===== src/rtl/bp_be_pkg.sv =====
// Back-end shared types: processor configuration, writeback packet layout
// and the late-writeback requester indices.
package bp_be_pkg;

    typedef enum logic [1:0] {
        e_bp_default_cfg = 2'd0,
        e_bp_sv48_cfg    = 2'd1
    } bp_params_e;

    // Virtual address width implied by a processor configuration.
    function automatic int unsigned bp_vaddr_width(bp_params_e cfg);
        return (cfg == e_bp_sv48_cfg) ? 48 : 39;
    endfunction

    // Requester slots of the late writeback arbiter.
    typedef enum logic [1:0] {
        e_late_wb_dcache = 2'd0,
        e_late_wb_idiv   = 2'd1,
        e_late_wb_fdiv   = 2'd2
    } bp_be_late_wb_src_e;

    // Register-file writeback packet.
    typedef struct packed {
        logic        ird_w_v;
        logic        frd_w_v;
        logic        fflags_w_v;
        logic [4:0]  rd_addr;
        logic [63:0] rd_data;
        logic [4:0]  fflags;
    } bp_be_wb_pkt_s;

    localparam int unsigned wb_pkt_width_lp = $bits(bp_be_wb_pkt_s);

endpackage


===== src/rtl/bp_be_late_wb_arbiter_if.sv =====
// Late writeback bundle: requester side (packets in, yumi out) and the
// scheduler side (buffered packet out, yumi in).
interface bp_be_late_wb_arbiter_if #(
    parameter int num_req_p = 3
);
    import bp_be_pkg::*;

    localparam int src_width_lp = (num_req_p > 1) ? $clog2(num_req_p) : 1;

    bp_be_wb_pkt_s [num_req_p-1:0] req_pkt_i;
    logic [num_req_p-1:0]          req_v_i;
    logic [num_req_p-1:0]          req_yumi_o;
    bp_be_wb_pkt_s                 late_wb_pkt_o;
    logic                          late_wb_v_o;
    logic                          late_wb_force_o;
    logic [src_width_lp-1:0]       late_wb_src_o;
    logic                          late_wb_yumi_i;

    // Arbiter side.
    modport slave (
        input  req_pkt_i, req_v_i, late_wb_yumi_i,
        output req_yumi_o, late_wb_pkt_o, late_wb_v_o, late_wb_force_o, late_wb_src_o
    );

    // Requesters plus scheduler side.
    modport master (
        output req_pkt_i, req_v_i, late_wb_yumi_i,
        input  req_yumi_o, late_wb_pkt_o, late_wb_v_o, late_wb_force_o, late_wb_src_o
    );

endinterface


===== src/rtl/bsg_arb_round_robin.sv =====
// Combinational round-robin picker: first set request at or after last_i+1,
// wrapping modulo width_p. The pointer itself lives in the caller.
module bsg_arb_round_robin #(
    parameter  int width_p      = 3,
    localparam int idx_width_lp = (width_p > 1) ? $clog2(width_p) : 1
) (
    input  logic [width_p-1:0]      reqs_i,
    input  logic [idx_width_lp-1:0] last_i,
    output logic [width_p-1:0]      grants_o,
    output logic [idx_width_lp-1:0] grant_idx_o,
    output logic                    v_o
);

    logic [idx_width_lp-1:0] cand;

    // Scan candidates in priority order; the first valid one wins.
    always_comb begin
        // NOTE: every variable written here gets a default first so no path infers a latch.
        grants_o    = '0;
        grant_idx_o = '0;
        v_o         = 1'b0;
        cand        = '0;
        for (int off = 1; off <= width_p; off++) begin
            cand = idx_width_lp'((32'(last_i) + off) % width_p);
            if (!v_o && reqs_i[cand]) begin
                v_o            = 1'b1;
                grants_o[cand] = 1'b1;
                grant_idx_o    = cand;
            end
        end
    end

endmodule


===== src/rtl/bp_be_late_wb_arbiter.sv =====
// Late writeback arbiter: round-robin over the long-latency requesters into
// a one-entry buffer that feeds the scheduler, with a starvation force flag.
module bp_be_late_wb_arbiter
    import bp_be_pkg::*;
#(
    parameter bp_params_e bp_params_p     = e_bp_default_cfg,
    parameter int         num_req_p       = 3,
    parameter int         starve_cycles_p = 8
) (
    input  logic                    clk_i,
    input  logic                    reset_n_i,
    bp_be_late_wb_arbiter_if.slave  wb_if
);

    localparam int src_width_lp  = (num_req_p > 1) ? $clog2(num_req_p) : 1;
    localparam int wait_width_lp = (starve_cycles_p > 0) ? $clog2(starve_cycles_p + 1) : 1;
    localparam logic [wait_width_lp-1:0] starve_lp = wait_width_lp'(starve_cycles_p);

    bp_be_wb_pkt_s            pkt_q, pkt_d;
    logic [src_width_lp-1:0]  src_q, src_d;
    logic                     v_q, v_d;
    logic [wait_width_lp-1:0] wait_q, wait_d;
    logic [src_width_lp-1:0]  rr_ptr_q, rr_ptr_d;

    logic [num_req_p-1:0]     rr_grants;
    logic [src_width_lp-1:0]  rr_idx;
    logic                     rr_v;
    logic                     buf_free;
    logic                     grant_v;

    bsg_arb_round_robin #(.width_p(num_req_p)) u_rr (
        .reqs_i     (wb_if.req_v_i),
        .last_i     (rr_ptr_q),
        .grants_o   (rr_grants),
        .grant_idx_o(rr_idx),
        .v_o        (rr_v)
    );

    // The buffer can accept a packet when empty or being drained this cycle;
    // no grant is issued while reset is asserted.
    assign buf_free         = !v_q || wb_if.late_wb_yumi_i;
    assign grant_v          = buf_free && rr_v && reset_n_i;
    assign wb_if.req_yumi_o = {num_req_p{grant_v}} & rr_grants;

    assign wb_if.late_wb_pkt_o   = pkt_q;
    assign wb_if.late_wb_src_o   = src_q;
    assign wb_if.late_wb_v_o     = v_q;
    assign wb_if.late_wb_force_o = v_q && (wait_q == starve_lp);

    // Buffer load/drain, starvation counter and round-robin pointer update.
    // A yumi against an empty buffer falls through every branch untouched.
    always_comb begin
        pkt_d    = pkt_q;
        src_d    = src_q;
        v_d      = v_q;
        wait_d   = wait_q;
        rr_ptr_d = rr_ptr_q;
        if (grant_v) begin
            pkt_d    = wb_if.req_pkt_i[rr_idx];
            src_d    = rr_idx;
            v_d      = 1'b1;
            wait_d   = '0;
            rr_ptr_d = rr_idx;
        end else if (v_q && wb_if.late_wb_yumi_i) begin
            v_d    = 1'b0;
            wait_d = '0;
        end else if (v_q && (wait_q != starve_lp)) begin
            wait_d = wait_q + wait_width_lp'(1);
        end
    end

    // State registers with asynchronous reset.
    always_ff @(posedge clk_i or negedge reset_n_i) begin
        if (!reset_n_i) begin
            // NOTE: the single-entry packet buffer is reset too, so late_wb_pkt_o reads zero out of reset.
            pkt_q    <= '0;
            src_q    <= '0;
            v_q      <= 1'b0;
            wait_q   <= '0;
            rr_ptr_q <= src_width_lp'(num_req_p - 1);
        end else begin
            // NOTE: non-blocking assignments so every flop samples pre-edge values.
            pkt_q    <= pkt_d;
            src_q    <= src_d;
            v_q      <= v_d;
            wait_q   <= wait_d;
            rr_ptr_q <= rr_ptr_d;
        end
    end

endmodule


===== src/flat_wrapper.sv =====
// flat-port wrapper written by rule: the top's interface ports become plain ports
module bp_be_late_wb_arbiter_flat import bp_be_pkg::*;
#(
    parameter bp_params_e bp_params_p     = e_bp_default_cfg,
    parameter int         num_req_p       = 3,
    parameter int         starve_cycles_p = 8
)
  (clk_i, reset_n_i, wb_if_req_pkt_i, wb_if_req_v_i, wb_if_late_wb_yumi_i, wb_if_req_yumi_o, wb_if_late_wb_pkt_o, wb_if_late_wb_v_o, wb_if_late_wb_force_o, wb_if_late_wb_src_o);
  bp_be_late_wb_arbiter_if #(.num_req_p(num_req_p)) wb_if_i ();
  input  logic clk_i;
  input  logic reset_n_i;
  input wire logic [$bits(wb_if_i.req_pkt_i)-1:0] wb_if_req_pkt_i;
  input wire logic [$bits(wb_if_i.req_v_i)-1:0] wb_if_req_v_i;
  input wire logic [$bits(wb_if_i.late_wb_yumi_i)-1:0] wb_if_late_wb_yumi_i;
  output wire logic [$bits(wb_if_i.req_yumi_o)-1:0] wb_if_req_yumi_o;
  output wire logic [$bits(wb_if_i.late_wb_pkt_o)-1:0] wb_if_late_wb_pkt_o;
  output wire logic [$bits(wb_if_i.late_wb_v_o)-1:0] wb_if_late_wb_v_o;
  output wire logic [$bits(wb_if_i.late_wb_force_o)-1:0] wb_if_late_wb_force_o;
  output wire logic [$bits(wb_if_i.late_wb_src_o)-1:0] wb_if_late_wb_src_o;
  assign wb_if_i.req_pkt_i = wb_if_req_pkt_i;
  assign wb_if_i.req_v_i = wb_if_req_v_i;
  assign wb_if_i.late_wb_yumi_i = wb_if_late_wb_yumi_i;
  assign wb_if_req_yumi_o = wb_if_i.req_yumi_o;
  assign wb_if_late_wb_pkt_o = wb_if_i.late_wb_pkt_o;
  assign wb_if_late_wb_v_o = wb_if_i.late_wb_v_o;
  assign wb_if_late_wb_force_o = wb_if_i.late_wb_force_o;
  assign wb_if_late_wb_src_o = wb_if_i.late_wb_src_o;
  bp_be_late_wb_arbiter #(.bp_params_p(bp_params_p), .num_req_p(num_req_p), .starve_cycles_p(starve_cycles_p)) u_core (.clk_i(clk_i), .reset_n_i(reset_n_i), .wb_if(wb_if_i));
endmodule

===== config.mk =====
export PLATFORM = sky130hd
export DESIGN_NAME = bp_be_late_wb_arbiter_flat
export DESIGN_NICKNAME = d
export VERILOG_FILES = /design/src/rtl/bp_be_pkg.sv /design/src/rtl/bp_be_late_wb_arbiter_if.sv /design/src/rtl/bsg_arb_round_robin.sv /design/src/rtl/bp_be_late_wb_arbiter.sv /design/src/flat_wrapper.sv
export SDC_FILE = /design/constraint.sdc
export NUM_CORES = 1
export LEC_CHECK = 0
export ABC_AREA = 1
export CAP_MARGIN = 5
export CORE_ASPECT_RATIO = 0.6
export CORE_MARGIN = 2
export CORE_UTILIZATION = 40
export DETAILED_ROUTE_END_ITERATION = 7
export PLACE_DENSITY = 0.83
export SYNTH_ARGS = -nofsm -noshare
export SYNTH_HDL_FRONTEND = slang
export SYNTH_SLANG_ARGS = --single-unit

===== constraint.sdc =====
create_clock -name clk_i -period 2.5 [get_ports clk_i]
set_clock_uncertainty 0.1 [all_clocks]
set_input_delay 0.5 -clock clk_i [delete_from_list [all_inputs] [get_ports clk_i]]
set_output_delay 0.5 -clock clk_i [all_outputs]
set_load 0.005 [all_outputs]

Yosys cells after proc, flatten, opt, wreduce, memory -nomap -nowiden
Index checks and enable logic that the tools add are counted.

cells by class
  $add $sub $neg = 4
  div/mod/pow operators = 3
  order comparisons = 7
  eq/ne operators = 2
  muxes and demuxes = 28
  bitwise operators = 3
  reductions and logical operators = 16

operators with widths
  operator                 number
  $bmux W77 S2             1
  $mod A32 B2 Y32 const B  3
  $mux W77                 1
  $lt A2 B3 Y1 const B     4
  $mux W4                  3
  $mux W1                  11
  $logic_and A1 B1 Y1      10
  $mux W3                  3
  $add A2 B2 Y3 const B    2
  $bmux W1 S2              3
  $demux W1 S2             3
  $ge A2 B1 Y1 const B     3
  $mux W2                  3
  $or A3 B3 Y3             2
  $add A4 B1 Y4 const B    1
  $eq A4 B4 Y1 const B     1
  $ne A4 B4 Y1 const B     1
  $add A2 B1 Y3 const B    1
  $and A3 B3 Y3            1
  $logic_not A1 Y1         3
  $reduce_bool A3 Y1       1
  $reduce_bool A2 Y1       1
  $logic_or A1 B1 Y1       1

word-level totals
  flip-flop bits (word level) = 86
  output and inout port bits = 84

Longest topological paths before layout
  depth in word-level cells = 14
  depth in mapped cells = 17
  depth with buffers taken out = 14

Modules after synthesis
A second synthesis with hierarchy kept.

unflattened totals
  cells, all modules = 1023
  area total of the unflattened synthesis = 6003.3 um^2

modules (own cells, without submodules)
  module                 times used  cells an instance  area each (um^2)  sequential area each (um^2)
  bp_be_late_wb_arbiter  1           959                5674.2            2128.3
  bsg_arb_round_robin    1           64                 329.1             0.0

Worst setup path before layout
OpenSTA, ideal clock, no wires.

  kind = flip-flop to output port
  start = register u_core.rr_ptr_q[1]
  end = output port wb_if_req_yumi_o[0]
  data arrival time = 1750 ps
  slack = 150 ps
  stages on the path, launching flop included = 9
  buffers on the path = 2
  path through = dfstp_2 > ha_1 > buf_4 > o21ai_1 > nand2_2 > nand3_1 > nand3_2 > clkbuf_1 > a21oi_1

between the ends
  cells in the longest elaborated chain, start to end = 14

ends and longest elaborated chain
  element                                                                   line                         RTL
  start: declaration                                                        bp_be_late_wb_arbiter.sv:23  logic [src_width_lp-1:0] rr_ptr_q, rr_ptr_d;
  start signal: assignment                                                  bp_be_late_wb_arbiter.sv:80  rr_ptr_q <= src_width_lp'(num_req_p - 1);
  start signal: assignment                                                  bp_be_late_wb_arbiter.sv:87  rr_ptr_q <= rr_ptr_d;
  parallel branches: the longest is 13 deep, another holds $mod A32 B2 Y32  n/a
  $and A3 B3 Y3 *                                                           bp_be_late_wb_arbiter.sv:43  assign wb_if.req_yumi_o = {num_req_p{grant_v}} & rr_grants;
  end: declaration                                                          flat_wrapper.sv:15           output wire logic [$bits(wb_if_i.req_yumi_o)-1:0] wb_if_req_yumi_o;

Mark *: on every way between the ends. The select of a mux whose other input is x is not followed.

Final worst setup path
  start = register u_core.rr_ptr_q[1]
  end = register u_core.pkt_q, in the netlist u_core.wb_if.late_wb_pkt_o[72]

between the ends
  cells in the longest elaborated chain, start to end = 13

ends and longest elaborated chain
  element                                                                line                                                      RTL
  $add A2 B1 Y3                                                          bsg_arb_round_robin.sv:24                                 cand = idx_width_lp'((32'(last_i) + off) % width_p);
  $mod A32 B2 Y32                                                        bsg_arb_round_robin.sv:24
  $bmux W1 S2                                                            bsg_arb_round_robin.sv:25                                 if (!v_o && reqs_i[cand]) begin
  $mux W1 (not written as such)                                          bsg_arb_round_robin.sv:25
  $mux W1                                                                bsg_arb_round_robin.sv:25
  $logic_not A1 Y1                                                       bsg_arb_round_robin.sv:25
  $logic_and A1 B1 Y1                                                    bsg_arb_round_robin.sv:25
  $mux W1                                                                bsg_arb_round_robin.sv:25
  $logic_not A1 Y1                                                       bsg_arb_round_robin.sv:25
  $logic_and A1 B1 Y1                                                    bsg_arb_round_robin.sv:25
  $mux W2 or $mux W1 (tied branches)                                     bsg_arb_round_robin.sv:25
  $bmux W77 S2 or $logic_and A1 B1 Y1 (tied branches)                    bp_be_late_wb_arbiter.sv:59, bp_be_late_wb_arbiter.sv:42
  $mux W77 (not written as such) or $logic_and A1 B1 Y1 (tied branches)  bp_be_late_wb_arbiter.sv:59, bp_be_late_wb_arbiter.sv:42
  end signal: assignment                                                 bp_be_late_wb_arbiter.sv:83                               pkt_q <= pkt_d;
  end: declaration                                                       bp_be_late_wb_arbiter.sv:19                               bp_be_wb_pkt_s pkt_q, pkt_d;

Several ways; a longest one is shown, not always the timed one. The select of a mux whose other input is x is not followed.
A chain may end at the register's enable or synchronous reset.

==> results.md <==
* Wirelength per Cell at 17.7 um
* Worst slew pin tran at 0.592 ns
* Clk root buf: clkbuf_16
* Cell taking the most area after synthesis: dfrtp_1
* Vias in the first global route at 6938
* H-tree depth at 3
* EDFF count, synth at 0
* Sequential share of the synthesized area at 0.357
* Slew margin rel. at 0.605
* Placed insts at 1442
* Min-Delay Path Class: in2async
* Synth Area per Inst at 6.35 um^2
* RSZ-0062 raised after global routing: yes
* DRC Markers at 0
* Final setup viols at 80
* Clock sinks at 85
* Finished Layout Cells at 1507
* Flops & latches, synth at 85
* CTS tree: done
* Final RePlAce weighted congestion at 0.843
* Num CTS Buffers at 9
* Final net count at 1548
* Die height at 98.5 um
* RR Endpoint: u_core.wb_if.late_wb_pkt_o[72]
* Area after DPL at 0.00957 mm^2
* Synth warnings at 0
* Setup CP Type: reg2reg
* Worst vdd rail ir drop at 0.00109 V
* Worst setup margin at -0.182 ns
* Async SR Flop Fraction at 1.00
* Max_cap viols at 0
* Tmin final at 2.68 ns
* Clock insertion delay at the later pin of the skew report at 0.34 ns
* 1st-iter DRT viols at 474
* Drt via density at 4.95
* Clock Tree Buf Depth at 2
* Synth top area share at 0.353
* Vias at 7458
* R2R cell count at 16
* Largest family of logic cells by synthesized area: simple AND/OR/NAND/NOR gates
* Proportion of synthesized area in mux cells at 0
* Final period util at 1.07
* Worst R2R Setup Slack at -0.18 ns
* Status: complete, but fails checks
* Mapped Cells at 938
* Slew Limit Fails at 0
* Synth Area in XOR/XNOR at 0
* Ports at 321
* RR Startpoint: u_core.rr_ptr_q[1]
* Post-route ant nets at 0
* Failing checks: setup timing
* Lkg Pwr at 5.79 nW
* Primary FF master, synth: dfrtp_1
* Adder-Cell Fraction of Synth Area at 0.0126
* Max Fclk at 373 MHz
* Post-synthesis compound-gate area fraction at 0.112
* Simple-Gate Fraction of Synth Area at 0.353
* Post-synth net total at 1181
* Largest net degree at the start of global routing at 53
* Fin area at 0.0110 mm^2
* Port bufs at 320
* Core area at 0.0145 mm^2
* Gr usage total at 0.276
* Final wirelength at 26700 um
* Fin Hold WS at 0.249 ns
* Detailed placer's ending HPWL at 16300 um
* Required time of the critical path at 2.61 ns
* Final core area utilization at 0.760
* Starting Density at 0.411
* Overall Power at 16.6 mW
* Clock Pin Slew Worst Setup and Hold Paths at 0.07 ns
* Crit path capture type: register
* Arrival time worst endpoint at 2.79 ns
* Drt first pass iters at 5
* # rows at 34
* First-pass GRT wire length at 35000 um
* Initial antenna violation count at 0
* CP Launch Type: register
* Unique masters post-synth at 25
* Synth-to-layout area growth at 85.0%
* Post-Syn Area at 0.00596 mm^2
* CP max FO at 9
* DIE WIDTH at 162 um
* Die area at 0.0159 mm^2
* Power Density at 1500 mW/mm^2
* Hold Fails Final Rpt at 0
* Ratio of cells with drive above 1 in the final layout at 0.119
* Area contributors post-synth: dfrtp_1 (35%), nand2_1 (16%), inv_1 (11%), nor2_1 (10%), o211ai_1 (9.6%)
* N_diodes at 0
* Grt ovf at 0
==> layout make-up <==
| class | instances | area (um^2) |
|---|---|---|
| well taps | 198 | 248 |
| inverters | 174 | 663 |
| fillers | 1094 | 3480 |
| multi-input cells | 619 | 3060 |
| clock inverters | 4 | 72.6 |
| repair buffers | 416 | 4610 |
| flip-flops and latches | 85 | 2130 |
| clock buffers | 11 | 243 |
==> cells in the final DEF, fill, tap and decap left out, types with 3 or more instances in the layout <==
master,Yosys,layout
a21oi_1,8,6
buf_12,0,15
buf_16,0,3
buf_2,39,3
buf_4,7,36
buf_6,4,18
buf_8,0,5
clkbuf_16,0,29
clkdlybuf4s50_1,0,316
dfrtp_1,84,84
ha_1,6,4
inv_1,170,168
inv_2,4,3
nand2_1,257,248
nand2_2,5,6
nand2_4,0,4
nand2_8,0,4
nand3_1,92,86
nand3_2,1,5
nor2_1,160,158
o211ai_1,76,76
o21ai_0,5,4
==> sequential cells by signal, indices dropped and copies added (netlist names) <==
name,cells
u_core.wait_q,4
u_core.wb_if.late_wb_v_o,1
u_core.wb_if.late_wb_src_o,1
u_core.rr_ptr_q,2
u_core.wb_if.late_wb_pkt_o,77
==> metrics by stage <==
stage               setup TNS (ns)  setup WS (ns)
finish                       -7.29         -0.182
global route                -15.56         -0.259
CTS                         -0.735         -0.157
detailed placement          -31.45         -0.467
global placement            -28.17         -0.421
floorplan                        0          0.150
==> cells in the mapped netlist, drive strengths merged, types with 2 or more instances <==
library cell,instances
nor3,2
clkbuf,8
a21oi,8
nand2,262
inv,174
ha,6
nand3,93
buf,52
dfrtp,84
o21ai,6
o211ai,76
nor2,162
==> critical path, stage by stage, from the launching register on <==
cell and delay [ns]:
dfstp_2 0.58, inv_2 0.07, ha_4 0.19, nor2_2 0.09, nor2_2 0.06, a21boi_4 0.18
buf_6 0.12, nor2_4 0.04, buf_4 0.12, buf_6 0.13, nand2_8 0.07, nand2_8 0.08
buf_12 0.15, buf_4 0.13, buf_6 0.12, o211ai_1 0.22, nand2_1 0.08
==> how the worst max path moves through the flow <==
stage / start / to / slack, ns / cells after the start
2_1_floorplan: u_core.rr_ptr_q[1] / wb_if_req_yumi_o[0] / 0.15 / 8
3_3_place_gp: wb_if_req_v_i[0] / wb_if_req_yumi_o[0] / -0.42 / 9
3_5_place_dp: wb_if_req_v_i[0] / u_core.wb_if.late_wb_pkt_o[9] / -0.47 / 12
4_1_cts: u_core.rr_ptr_q[1] / wb_if_req_yumi_o[0] / -0.16 / 11
5_1_grt: u_core.rr_ptr_q[1] / u_core.wb_if.late_wb_pkt_o[72] / -0.26 / 16
6_report: u_core.rr_ptr_q[1] / u_core.wb_if.late_wb_pkt_o[72] / -0.18 / 16
==> what timing repair did <==
action                     4_1_cts  5_1_grt
hold buffers                     0        0
cloned                           2       28
setup endpoints to repair       83       83
pin swaps                       15       47
gates resized for setup         50       47
setup buffers                    8       13
==> report_power, final <==
group | internal [mW] | switching (mW) | leakage [nW]
clock | 0.897 | 0.569 | 0.152
combinational | 6.38 | 6.26 | 4.59
sequential | 2.08 | 0.364 | 1.05
==> per-layer routing <==
metal	wire (um)	up-vias	part of all wire	track usage
met5	0	-	0	0
met4	649	0	0.024	0.0543
met3	2660	50	0.10	0.0888
met2	13000	381	0.49	0.501
met1	10400	3400	0.39	0.323
li1	-	3627	-	-
==> kinds of logic (layout without fill, tap and decap cells) <==
| logic type | after synthesis | count (layout) |
|---|---|---|
| fa+ha+maj | 6 | 6 |
| buf+inv | 234 | 605 |
| flops | 85 | 85 |
| simple gates | 520 | 520 |
| compound gates | 93 | 93 |
No activity file was read; power rests on OpenSTA's default activity.
